## src/rtl/retire_trace_buf_pkg.sv

```systemverilog
// retire_trace_buf_pkg
//   Shared constants and record-layout helpers for the retire trace buffer.
//   The lock-step checker imports this package to unpack out_rec without
//   duplicating the field layout.
//
//   Record layout, MSB first:
//     {seq[SEQW], pc[32], rf_we[1], waddr[5], wdata[32], be[4], addr[AW], mdata[32]}
//   The *_lsb functions return the bit offset of each field's LSB within
//   out_rec. The offsets depend only on AW. seq takes the top SEQW bits.
package retire_trace_buf_pkg;

  // Data-memory address width of the core.
  localparam int MEM_ADDR_WIDTH = 12;

  // Packed record width. Derived from the field widths and never overridden.
  function automatic int rec_w(input int seqw, input int aw);
    return seqw + 32 + 1 + 5 + 32 + 4 + aw + 32;
  endfunction

  function automatic int rec_mdata_lsb();
    return 0;
  endfunction

  function automatic int rec_addr_lsb();
    return 32;
  endfunction

  function automatic int rec_be_lsb(input int aw);
    return 32 + aw;
  endfunction

  function automatic int rec_wdata_lsb(input int aw);
    return 36 + aw;
  endfunction

  function automatic int rec_waddr_lsb(input int aw);
    return 68 + aw;
  endfunction

  function automatic int rec_rfwe_lsb(input int aw);
    return 73 + aw;
  endfunction

  function automatic int rec_pc_lsb(input int aw);
    return 74 + aw;
  endfunction

  function automatic int rec_seq_lsb(input int aw);
    return 106 + aw;
  endfunction

endpackage

```

## src/rtl/retire_trace_buf_if.sv

```systemverilog
// retire_trace_buf_if
//   Bundles the signals between the core, the trace buffer and the trace
//   consumer.
//     Core side   : retire, retire_pc, rf_we, rf_waddr, rf_wdata,
//                   mem_be, mem_addr, mem_wdata
//     Stream side : out_valid, out_ready, out_rec
//     Status      : overflow, clr_ovf, drop_cnt, level
//
//   Stream handshake: a record transfers on a rising clk edge where
//   out_valid & out_ready are both 1. The source never withdraws out_valid
//   and never changes out_rec until that transfer happens. out_valid does
//   not depend on out_ready. The core side has no ready signal, so the buffer
//   can never stall the core.
//
//   Modports:
//     master : the core and the consumer, which drive the buffer.
//     slave  : the trace buffer itself.
interface retire_trace_buf_if
  import retire_trace_buf_pkg::*;
#(
  parameter int DEPTH = 16,
  parameter int AW    = MEM_ADDR_WIDTH,
  parameter int SEQW  = 16
) ();

  logic                          retire;
  logic [31:0]                   retire_pc;
  logic                          rf_we;
  logic [4:0]                    rf_waddr;
  logic [31:0]                   rf_wdata;
  logic [3:0]                    mem_be;
  logic [AW-1:0]                 mem_addr;
  logic [31:0]                   mem_wdata;

  logic                          out_valid;
  logic                          out_ready;
  logic [rec_w(SEQW, AW)-1:0]    out_rec;

  logic                          overflow;
  logic                          clr_ovf;
  logic [7:0]                    drop_cnt;
  logic [$clog2(DEPTH):0]        level;

  modport master (
    output retire, retire_pc, rf_we, rf_waddr, rf_wdata,
           mem_be, mem_addr, mem_wdata, out_ready, clr_ovf,
    input  out_valid, out_rec, overflow, drop_cnt, level
  );

  modport slave (
    input  retire, retire_pc, rf_we, rf_waddr, rf_wdata,
           mem_be, mem_addr, mem_wdata, out_ready, clr_ovf,
    output out_valid, out_rec, overflow, drop_cnt, level
  );

endinterface

```

## src/rtl/retire_trace_buf_fifo.sv

```systemverilog
// sync_fifo_fwft
//   Generic synchronous first-word-fall-through FIFO.
//   Ports:
//     clk, rst   clock; asynchronous active-low reset (clears pointers only)
//     i_push     write i_wdata this edge (ignored when full without pop)
//     i_wdata    write data
//     i_pop      consume the head entry this edge (ignored when empty)
//     o_rdata    head entry, taken straight from storage; 0 while empty
//     o_full     DEPTH entries held
//     o_empty    no entries held
//     o_level    occupancy, 0..DEPTH
//   DEPTH must be a power of two and at least 2.
module sync_fifo_fwft #(
  parameter int WIDTH = 8,
  parameter int DEPTH = 16
) (
  input  logic                     clk,
  input  logic                     rst,
  input  logic                     i_push,
  input  logic [WIDTH-1:0]         i_wdata,
  input  logic                     i_pop,
  output logic [WIDTH-1:0]         o_rdata,
  output logic                     o_full,
  output logic                     o_empty,
  output logic [$clog2(DEPTH):0]   o_level
);

  localparam int PW = $clog2(DEPTH);

  // The pointers carry one extra wrap bit. Equal pointers mean empty.
  // Pointers that differ only in the wrap bit mean full.
  logic [PW:0]      r_wr_ptr;
  logic [PW:0]      r_rd_ptr;
  logic [WIDTH-1:0] r_mem [DEPTH];
  logic             w_do_push;
  logic             w_do_pop;

  assign o_empty   = (r_wr_ptr == r_rd_ptr);
  assign o_full    = (r_wr_ptr[PW] != r_rd_ptr[PW]) &&
                     (r_wr_ptr[PW-1:0] == r_rd_ptr[PW-1:0]);
  assign o_level   = r_wr_ptr - r_rd_ptr;
  assign w_do_pop  = i_pop & ~o_empty;
  // A push into a full FIFO is allowed when the same edge frees the head slot.
  // The write lands in the slot being vacated, and that slot becomes the tail,
  // so older entries still leave first.
  assign w_do_push = i_push & (~o_full | w_do_pop);
  assign o_rdata   = o_empty ? '0 : r_mem[r_rd_ptr[PW-1:0]];

  always_ff @(posedge clk or negedge rst) begin
    if (!rst) begin
      r_wr_ptr <= '0;
      r_rd_ptr <= '0;
    end else begin
      if (w_do_push) r_wr_ptr <= r_wr_ptr + 1'b1;
      if (w_do_pop)  r_rd_ptr <= r_rd_ptr + 1'b1;
    end
  end

  // Storage is not reset. The o_empty gate hides stale contents.
  always_ff @(posedge clk) begin
    if (w_do_push) r_mem[r_wr_ptr[PW-1:0]] <= i_wdata;
  end

endmodule

```

## src/rtl/retire_trace_buf.sv

```systemverilog
// retire_trace_buf
//   Commit-trace buffer placed downstream of the pipelined core. It forms one
//   record per retired instruction (PC, register-file write, store), queues
//   the records in a FWFT FIFO and streams them out under valid/ready.
//   Ports:
//     clk    clock
//     rst    asynchronous active-low reset
//     bus    retire_trace_buf_if.slave, which carries:
//            core inputs (retire, retire_pc, rf_*, mem_*),
//            the output stream (out_valid/out_ready/out_rec), and
//            status (overflow, clr_ovf, drop_cnt, level)
//   The buffer only observes the core. A record that arrives while the FIFO
//   is full and not popping is dropped and counted. seq still advances for a
//   dropped record, so the consumer sees a gap in the numbering.
module retire_trace_buf
  import retire_trace_buf_pkg::*;
#(
  parameter int DEPTH = 16,
  parameter int AW    = MEM_ADDR_WIDTH,
  parameter int SEQW  = 16
) (
  input  logic              clk,
  input  logic              rst,
  retire_trace_buf_if.slave bus
);

  localparam int REC_W = rec_w(SEQW, AW);
  localparam int LW    = $clog2(DEPTH) + 1;

  logic [SEQW-1:0]  r_seq;
  logic             r_overflow;
  logic [7:0]       r_drop_cnt;

  logic             w_full;
  logic             w_empty;
  logic             w_pop;
  logic             w_push;
  logic             w_drop;
  logic             w_rf_we;
  logic             w_store;
  logic [AW-1:0]    w_addr;
  logic [31:0]      w_mdata;
  logic [REC_W-1:0] w_rec;
  logic [REC_W-1:0] w_fifo_rdata;
  logic [LW-1:0]    w_level;

  assign w_pop  = ~w_empty & bus.out_ready;
  assign w_push = bus.retire & (~w_full | w_pop);
  assign w_drop = bus.retire & w_full & ~w_pop;

  // A write to r0 is architecturally a no-op, so its write enable is cleared.
  // The address and data are kept as presented.
  assign w_rf_we = bus.rf_we & (bus.rf_waddr != 5'd0);
  assign w_store = (bus.mem_be != 4'd0);
  assign w_addr  = w_store ? bus.mem_addr  : '0;
  assign w_mdata = w_store ? bus.mem_wdata : '0;

  assign w_rec = {r_seq, bus.retire_pc, w_rf_we, bus.rf_waddr, bus.rf_wdata,
                  bus.mem_be, w_addr, w_mdata};

  sync_fifo_fwft #(
    .WIDTH (REC_W),
    .DEPTH (DEPTH)
  ) u_fifo (
    .clk     (clk),
    .rst     (rst),
    .i_push  (w_push),
    .i_wdata (w_rec),
    .i_pop   (w_pop),
    .o_rdata (w_fifo_rdata),
    .o_full  (w_full),
    .o_empty (w_empty),
    .o_level (w_level)
  );

  always_ff @(posedge clk or negedge rst) begin
    if (!rst) begin
      r_seq      <= '0;
      r_overflow <= 1'b0;
      r_drop_cnt <= 8'd0;
    end else begin
      if (bus.retire) r_seq <= r_seq + SEQW'(1);
      // A drop on the same edge as clr_ovf wins, so drop_cnt restarts at 1.
      if (w_drop) begin
        r_overflow <= 1'b1;
        if (bus.clr_ovf)             r_drop_cnt <= 8'd1;
        else if (r_drop_cnt != 8'hFF) r_drop_cnt <= r_drop_cnt + 8'd1;
      end else if (bus.clr_ovf) begin
        r_overflow <= 1'b0;
        r_drop_cnt <= 8'd0;
      end
    end
  end

  assign bus.out_valid = ~w_empty;
  assign bus.out_rec   = w_fifo_rdata;
  assign bus.overflow  = r_overflow;
  assign bus.drop_cnt  = r_drop_cnt;
  assign bus.level     = w_level;

endmodule
```

## src/flat_wrapper.sv

```systemverilog
// flat-port wrapper written by rule: the top's interface ports become plain ports
module retire_trace_buf_flat import retire_trace_buf_pkg::*;
#(
  parameter int DEPTH = 16,
  parameter int AW    = MEM_ADDR_WIDTH,
  parameter int SEQW  = 16
)
  (clk, rst, bus_retire, bus_retire_pc, bus_rf_we, bus_rf_waddr, bus_rf_wdata, bus_mem_be, bus_mem_addr, bus_mem_wdata, bus_out_ready, bus_clr_ovf, bus_out_valid, bus_out_rec, bus_overflow, bus_drop_cnt, bus_level);
  retire_trace_buf_if #(.DEPTH(DEPTH), .AW(AW), .SEQW(SEQW)) bus_i ();
  input  logic clk;
  input  logic rst;
  input wire logic [$bits(bus_i.retire)-1:0] bus_retire;
  input wire logic [$bits(bus_i.retire_pc)-1:0] bus_retire_pc;
  input wire logic [$bits(bus_i.rf_we)-1:0] bus_rf_we;
  input wire logic [$bits(bus_i.rf_waddr)-1:0] bus_rf_waddr;
  input wire logic [$bits(bus_i.rf_wdata)-1:0] bus_rf_wdata;
  input wire logic [$bits(bus_i.mem_be)-1:0] bus_mem_be;
  input wire logic [$bits(bus_i.mem_addr)-1:0] bus_mem_addr;
  input wire logic [$bits(bus_i.mem_wdata)-1:0] bus_mem_wdata;
  input wire logic [$bits(bus_i.out_ready)-1:0] bus_out_ready;
  input wire logic [$bits(bus_i.clr_ovf)-1:0] bus_clr_ovf;
  output wire logic [$bits(bus_i.out_valid)-1:0] bus_out_valid;
  output wire logic [$bits(bus_i.out_rec)-1:0] bus_out_rec;
  output wire logic [$bits(bus_i.overflow)-1:0] bus_overflow;
  output wire logic [$bits(bus_i.drop_cnt)-1:0] bus_drop_cnt;
  output wire logic [$bits(bus_i.level)-1:0] bus_level;
  assign bus_i.retire = bus_retire;
  assign bus_i.retire_pc = bus_retire_pc;
  assign bus_i.rf_we = bus_rf_we;
  assign bus_i.rf_waddr = bus_rf_waddr;
  assign bus_i.rf_wdata = bus_rf_wdata;
  assign bus_i.mem_be = bus_mem_be;
  assign bus_i.mem_addr = bus_mem_addr;
  assign bus_i.mem_wdata = bus_mem_wdata;
  assign bus_i.out_ready = bus_out_ready;
  assign bus_i.clr_ovf = bus_clr_ovf;
  assign bus_out_valid = bus_i.out_valid;
  assign bus_out_rec = bus_i.out_rec;
  assign bus_overflow = bus_i.overflow;
  assign bus_drop_cnt = bus_i.drop_cnt;
  assign bus_level = bus_i.level;
  retire_trace_buf #(.DEPTH(DEPTH), .AW(AW), .SEQW(SEQW)) u_core (.clk(clk), .rst(rst), .bus(bus_i));
endmodule
```

## config.mk

```make
export PLATFORM = sky130hd
export DESIGN_NAME = retire_trace_buf_flat
export DESIGN_NICKNAME = d
export VERILOG_FILES = /design/src/rtl/retire_trace_buf_pkg.sv /design/src/rtl/retire_trace_buf_if.sv /design/src/rtl/retire_trace_buf_fifo.sv /design/src/rtl/retire_trace_buf.sv /design/src/flat_wrapper.sv
export SDC_FILE = /design/constraint.sdc
export NUM_CORES = 2
export LEC_CHECK = 0
export BUFFER_PORTS_ARGS = -buffer_cell sky130_fd_sc_hd__buf_4
export CAP_MARGIN = 20
export CORE_ASPECT_RATIO = 1.5
export CORE_MARGIN = 5
export CORE_UTILIZATION = 45
export DETAILED_ROUTE_END_ITERATION = 6
export HOLD_SLACK_MARGIN = 0.15
export PLACE_DENSITY_LB_ADDON = 0.25
export RECOVER_POWER = 100
export SYNTH_ARGS = -nofsm -noshare
export SYNTH_HDL_FRONTEND = slang
export SYNTH_SLANG_ARGS = --single-unit
```

## constraint.sdc

```tcl
create_clock -name clk -period 17.7 [get_ports clk]
set_clock_uncertainty 0.1 [all_clocks]
set_input_delay 1.77 -clock clk [delete_from_list [all_inputs] [get_ports clk]]
set_output_delay 1.77 -clock clk [all_outputs]
set_load 0.005 [all_outputs]
```

== Yosys cells after proc, flatten, opt, wreduce, memory -nomap -nowiden ==
Memories as Yosys holds them, arrays and structs flattened.
Cells that the tools add are included.
Operators by class
  add/subtract/negate cells: 5
  eq/ne operators: 4
  mux-type cells: 11
  bitwise gates (word level): 12
  reduce and logical (&&, ||, !) cells: 6
Operator list (count)
  134-bit two-way mux: 1
  32-bit two-way mux: 1
  8-bit two-way mux: 4
  16-bit by 1-bit adder with 16-bit output, second input constant: 1
  12-bit two-way mux: 1
  5-bit by 1-bit adder with 5-bit output, second input constant: 2
  8-bit by 1-bit adder with 8-bit output, second input constant: 1
  8-bit != test, second input constant: 1
  1-bit AND: 7
  5-bit equality test: 1
  5-bit nonzero test: 1
  5-bit subtractor: 1
  4-bit equality test: 1
  1-bit two-way mux: 4
  2-bit nonzero test: 2
  4-bit nonzero test: 1
  1-bit NOT: 3
  1-bit OR: 2
  2-bit AND reduction: 1
  1-bit logical AND: 1
  1-bit != test: 1
Word-level totals
  flip-flop bits (word level): 35
  RAM bits: 2144
  output and inout port bits: 149
  logic and storage cells: 44
  memories kept: 1
Memory list
  u_core.u_fifo.r_mem: depth 16, width 134, rd ports 1, clocked after Yosys merged registers in 0, write ports 1, RTL line retire_trace_buf_fifo.sv:34  | logic [WIDTH-1:0] r_mem [DEPTH];

== Logic depth before layout (Yosys ltp) ==
  depth in word-level cells: 8
  gate-level depth with buffers: 12
  mapped depth without buffers: 7

== Hierarchy ==
Synthesis repeated with hierarchy kept, for this count alone.
Second synthesis, totals
  cells, all modules: 3792
  area, all modules: 83631.5 um^2
Modules (own cells, without submodules)
  sync_fifo_fwft: instances 1, cells an instance 3631, area each 82105.0 um^2, seq. area each 64632.0 um^2
  retire_trace_buf: instances 1, cells an instance 161, area each 1526.5 um^2, seq. area each 625.6 um^2

== Least setup slack after synthesis ==
Ideal clock, no wire load.
  path type: input to register
  from: in bus_retire
  to: mem u_core.u_fifo.r_mem[3][0] in the netlist's numbering (enable)
  setup time: 791 ps
  data arrival time: 11662 ps
  required time: 16809 ps
  slack: 5147 ps
  cell stages on the path: 5
  path buffers: 2
  path through: clkbuf_1 > o31a_1 > clkbuf_1 > nand2_1 > nor3_1
Between the ends
  longest elaborated chain between the ends: 4
Ends and longest elaborated chain
  start: declaration: RTL line flat_wrapper.sv:12  | input wire logic [$bits(bus_i.retire)-1:0] bus_retire;
  1-bit AND: RTL line retire_trace_buf.sv:48  | assign w_push = bus.retire & (~w_full | w_pop);
  1-bit AND: RTL line retire_trace_buf_fifo.sv:46  | assign w_do_push = i_push & (~o_full | w_do_pop);
  1-bit two-way mux: RTL line retire_trace_buf_fifo.sv:61  | if (w_do_push) r_mem[r_wr_ptr[PW-1:0]] <= i_wdata;
  1-bit two-way mux (implied by the code): RTL line retire_trace_buf_fifo.sv:61
  end: declaration: RTL line retire_trace_buf_fifo.sv:34
Every way passes these cells.

== Worst setup path in the final report ==
  from: reg u_core.u_fifo.r_rd_ptr[2]
  to: out bus_out_rec[70]
Between the ends
  longest elaborated chain between the ends: 2
  elaborated cells on any way between the ends: 3
  those cells by class: 1 x eq/ne; 1 x mux; 1 x memory
Ends and longest elaborated chain
  start: declaration: RTL line retire_trace_buf_fifo.sv:33  | logic [PW:0] r_rd_ptr;
  start signal: assignment: RTL line retire_trace_buf_fifo.sv:55  | if (w_do_pop) r_rd_ptr <= r_rd_ptr + 1'b1;
  memory read 16 x 134 bit or 5-bit equality test (tied branches)
  134-bit two-way mux (*): RTL line retire_trace_buf_fifo.sv:47  | assign o_rdata = o_empty ? '0 : r_mem[r_rd_ptr[PW-1:0]];
  end: declaration: RTL line flat_wrapper.sv:23  | output wire logic [$bits(bus_i.out_rec)-1:0] bus_out_rec;
Every way passes the cells marked *; elsewhere a longest branch is shown, timed or not.

==> run metrics <==
outcome=finished, violations left; failing checks=max-capacitance violations, max-slew violations; post-cts resize count=0; overflow left after global routing=0; # nets final=4013; post-synthesis to final-layout area growth=13.0%; final antenna-violating net count=0; final worst path period share=approximately two thirds; global-route wire length before repair=between 200 and 300 mm; library cell with the largest summed area after synthesis=sky130_fd_sc_hd__edfxtp_1; via count of the first global-routing pass=40015; buffer cell driving the clock tree root=sky130_fd_sc_hd__clkbuf_16; final estimated routing congestion in global placement=0.707; Crit Path Max Fanout=62; WP data arrival=10.10 ns; number of nets produced by synthesis=~3600; maximum number of pins on one net before global-route repair=128; number of synthesis warnings=0; number of max-capacitance violations reported=68; Setup Viol. Count Final=0; number of max-slew violations in the final report=roughly 2600; area share of the largest cell type after synthesis=78.1%; number of levels the H-tree was split into=4; synthesized area divided by synthesized cell count=23.5 um^2; 1st-iter DRT viols=3425; class of the most critical hold timing path=reg -> reg; post-CTS repair timing setup buffer count=0; endpoint of the worst register-to-register path=u_core.u_fifo.r_mem[4][49]$_DFFE_PP_; synthesized flop and latch total=2179; number of DRC violations after detailed routing=0; post-synthesis cell count=~3500; cell count of the worst hold path=1; final standard cell utilization of the core=51.1%; clock buffers created by TritonCTS=196; transition at the pin with the smallest max-transition slack=8.13 ns; Die Footprint=192000 um^2; wire length after detailed routing=193 mm; HPWL reported at the end of detailed placement=roughly 100 mm; number of hold-slack violations in the final timing report=0; starting density of the core=45.2%; endpoint of the worst hold-timing path=u_core.u_fifo.r_rd_ptr[3]$_DFFE_PN0P_; Std-Cell Core Area=182000 um^2; number of input and output port buffers inserted=271; register-to-register setup slack=6.18 ns; VDD IR-drop max=0.154 mV; sequential-to-total area share from yosys stat=79.1%; cell count of the worst reg-to-reg path=8; CP Class=reg -> out; number of sinks on the clock net=2179; total global-route track usage=20.0%; startpoint type of the worst setup path=flop; detail-routed via count per cell=5.85; setup TNS=0 ns; critical path data required time=~16 ns; die width=between 300 and 400 um; post-synthesis cell type count=42; maximum buffer depth of the clock tree=3; static leakage power=slightly below 30 nW; peak clock frequency supported by timing=0.0835 GHz; initial antenna violation count=11; wire length per cell after detailed routing=29.9 um; leading cell types by total area after synthesis=sky130_fd_sc_hd__edfxtp_1 78%, sky130_fd_sc_hd__mux4_2 15%, sky130_fd_sc_hd__mux2i_1 1.6%; Final Critical Period=11.97 ns; FF-to-FF Start=u_core.u_fifo.r_rd_ptr[2]$_DFFE_PN0P_; insertion delay to the later sink of the worst-skew pair=0.84 ns; number of buffers inserted for hold repair after clock tree synthesis=0; number of vias after detailed routing=37861; clock-pin transition on the worst setup and hold timing paths=about 0.060 ns; Hold Crit Start=u_core.u_fifo.r_rd_ptr[3]$_DFFE_PN0P_; Layout fillers=around 14000; share of cells above drive strength 1=between 20 and 30%; # rows=192; Slew Limit Headroom=-442%; unrepaired setup endpoints after global routing=false; Power Density=163 nW/um^2; TritonCTS clock tree=yes; crit end category=output pin; Chip Height=534 um; boundary pin count=272; combined area of all synthesized cells=between 80000 and 90000 um^2; 1st-pass router iterations=5
[stage by stage]
stage               setup WS (ns)  instances  hold WS, ns  power [mW]  area [um^2]
global route                 5.18       6466        0.439        15.9        93200
global placement            10.34       6101        0.386        11.3        87600
finish                       5.73       6470        0.395        15.2        93200
floorplan                    5.15       3508        0.359        9.36        82500
detailed placement          10.33       6102        0.384        11.3        87600
CTS                          9.41       6462        0.397        15.5        93900
[critical path, stage by stage (launching register included)]
cell	delay, ns
sky130_fd_sc_hd__dfrtp_1	1.55
sky130_fd_sc_hd__inv_1	0.18
sky130_fd_sc_hd__ha_1	0.46
sky130_fd_sc_hd__and4_1	0.31
sky130_fd_sc_hd__nand2_1	0.20
sky130_fd_sc_hd__nand2_1	1.09
sky130_fd_sc_hd__clkbuf_1	3.38
sky130_fd_sc_hd__o21ai_0	1.58
sky130_fd_sc_hd__buf_4	0.45
[sequential cells by signal, summed over array words and instances (netlist names)]
register                flops
u_core.bus.overflow         1
u_core.bus.drop_cnt         8
u_core.r_seq               16
u_core.u_fifo.r_rd_ptr      5
u_core.u_fifo.r_wr_ptr      5
u_core.u_fifo.r_mem      2144
[synthesized netlist by cell type, drive strengths merged]
cell / count
and4: 1
or4: 4
edfxtp: 2144
o41ai: 2
inv: 12
or3: 2
ha: 11
dfrtp: 35
a21oi: 6
and3: 5
xnor2: 22
nor2: 16
nand3: 18
o31a: 1
o221ai: 1
nand2b: 2
nand3b: 1
fa: 1
mux2: 2
nor2b: 44
or4b: 1
mux2i: 135
o311ai: 1
a21o: 2
mux4: 536
o31ai: 2
xor2: 5
nor3: 6
o21a: 1
nand4: 7
o211a: 1
or2: 1
nor4: 3
clkbuf: 85
a22oi: 134
buf: 101
a211oi: 2
o21ai: 137
nand2: 18
[layout by cell type (no fill, tap or decap), types with 7 or more instances in the layout]
master	count
sky130_fd_sc_hd__mux2i_1	135
sky130_fd_sc_hd__nand4_1	7
sky130_fd_sc_hd__inv_1	11
sky130_fd_sc_hd__clkbuf_16	196
sky130_fd_sc_hd__bufinv_16	11
sky130_fd_sc_hd__a22oi_1	134
sky130_fd_sc_hd__dfrtp_1	34
sky130_fd_sc_hd__mux4_2	536
sky130_fd_sc_hd__xnor2_1	21
sky130_fd_sc_hd__nand3_1	18
sky130_fd_sc_hd__clkinvlp_4	15
sky130_fd_sc_hd__clkinv_2	27
sky130_fd_sc_hd__nor2_1	15
sky130_fd_sc_hd__ha_1	11
sky130_fd_sc_hd__nand2_1	18
sky130_fd_sc_hd__buf_4	139
sky130_fd_sc_hd__clkinv_16	7
sky130_fd_sc_hd__clkbuf_1	213
sky130_fd_sc_hd__clkbuf_4	47
sky130_fd_sc_hd__clkinv_1	37
sky130_fd_sc_hd__o21ai_0	137
sky130_fd_sc_hd__nor2b_1	44
sky130_fd_sc_hd__edfxtp_1	2144
[where the power goes]
part	internal (mW)	switching, mW	total, mW
Clock	2.25	1.89	4.14
Sequential	6.30	0.197	6.50
Combinational	2.01	2.57	4.58
[final cells by class]
type | instances | area [um^2] | share of cell area (%)
clock buffer | 251 | 5170 | 5.55
timing repair buffer | 358 | 2170 | 2.33
clock inverter | 109 | 1090 | 1.17
tap | 2425 | 3030 | 3.26
multi-input combinational | 1131 | 16400 | 17.6
inverter | 12 | 46.3 | 0.0497
antenna | 5 | 12.5 | 0.0134
sequential | 2179 | 65300 | 70.0
[routing by layer]
| layer | vias to the layer above | global-route usage [%] | part of all wire [%] |
|---|---|---|---|
| met5 | - | 0 | 0.033 |
| met4 | 10 | 5.26 | 2.1 |
| met3 | 238 | 3.82 | 6.2 |
| met2 | 1218 | 33.9 | 51 |
| met1 | 20637 | 27.1 | 41 |
| li1 | 15758 | - | - |
[cell families (layout without fill, tap and decap cells)]
kind of cell / Yosys count / after routing / share of synthesized area (%)
AOI/OAI and AO/OA: 290 / 290 / 2.23
xor gates and xnor gates: 27 / 27 / 0.296
adders and majority gates: 12 / 12 / 0.191
buffers and inverters: 198 / 730 / 0.995
DFF: 2179 / 2179 / 79.1
muxes: 673 / 673 / 16.3
other: 0 / 5 / 0
and+or+nand+nor: 129 / 129 / 0.859
[worst max-delay path by stage]
stage | endpoint | depth (start not counted) | from | slack (ns)
floorplan | u_core.u_fifo.r_mem[3][0]$_DFFE_PP_ | 5 | bus_retire | 5.15
global placement | bus_out_rec[76] | 8 | u_core.u_fifo.r_rd_ptr[1]$_DFFE_PN0P_ | 10.34
detailed placement | bus_out_rec[81] | 8 | u_core.u_fifo.r_rd_ptr[1]$_DFFE_PN0P_ | 10.33
CTS | bus_out_rec[81] | 8 | u_core.u_fifo.r_rd_ptr[1]$_DFFE_PN0P_ | 9.41
global route | bus_out_rec[70] | 8 | u_core.u_fifo.r_rd_ptr[2]$_DFFE_PN0P_ | 5.18
finish | bus_out_rec[70] | 8 | u_core.u_fifo.r_rd_ptr[2]$_DFFE_PN0P_ | 5.73
(Power assumes the default switching activity.)
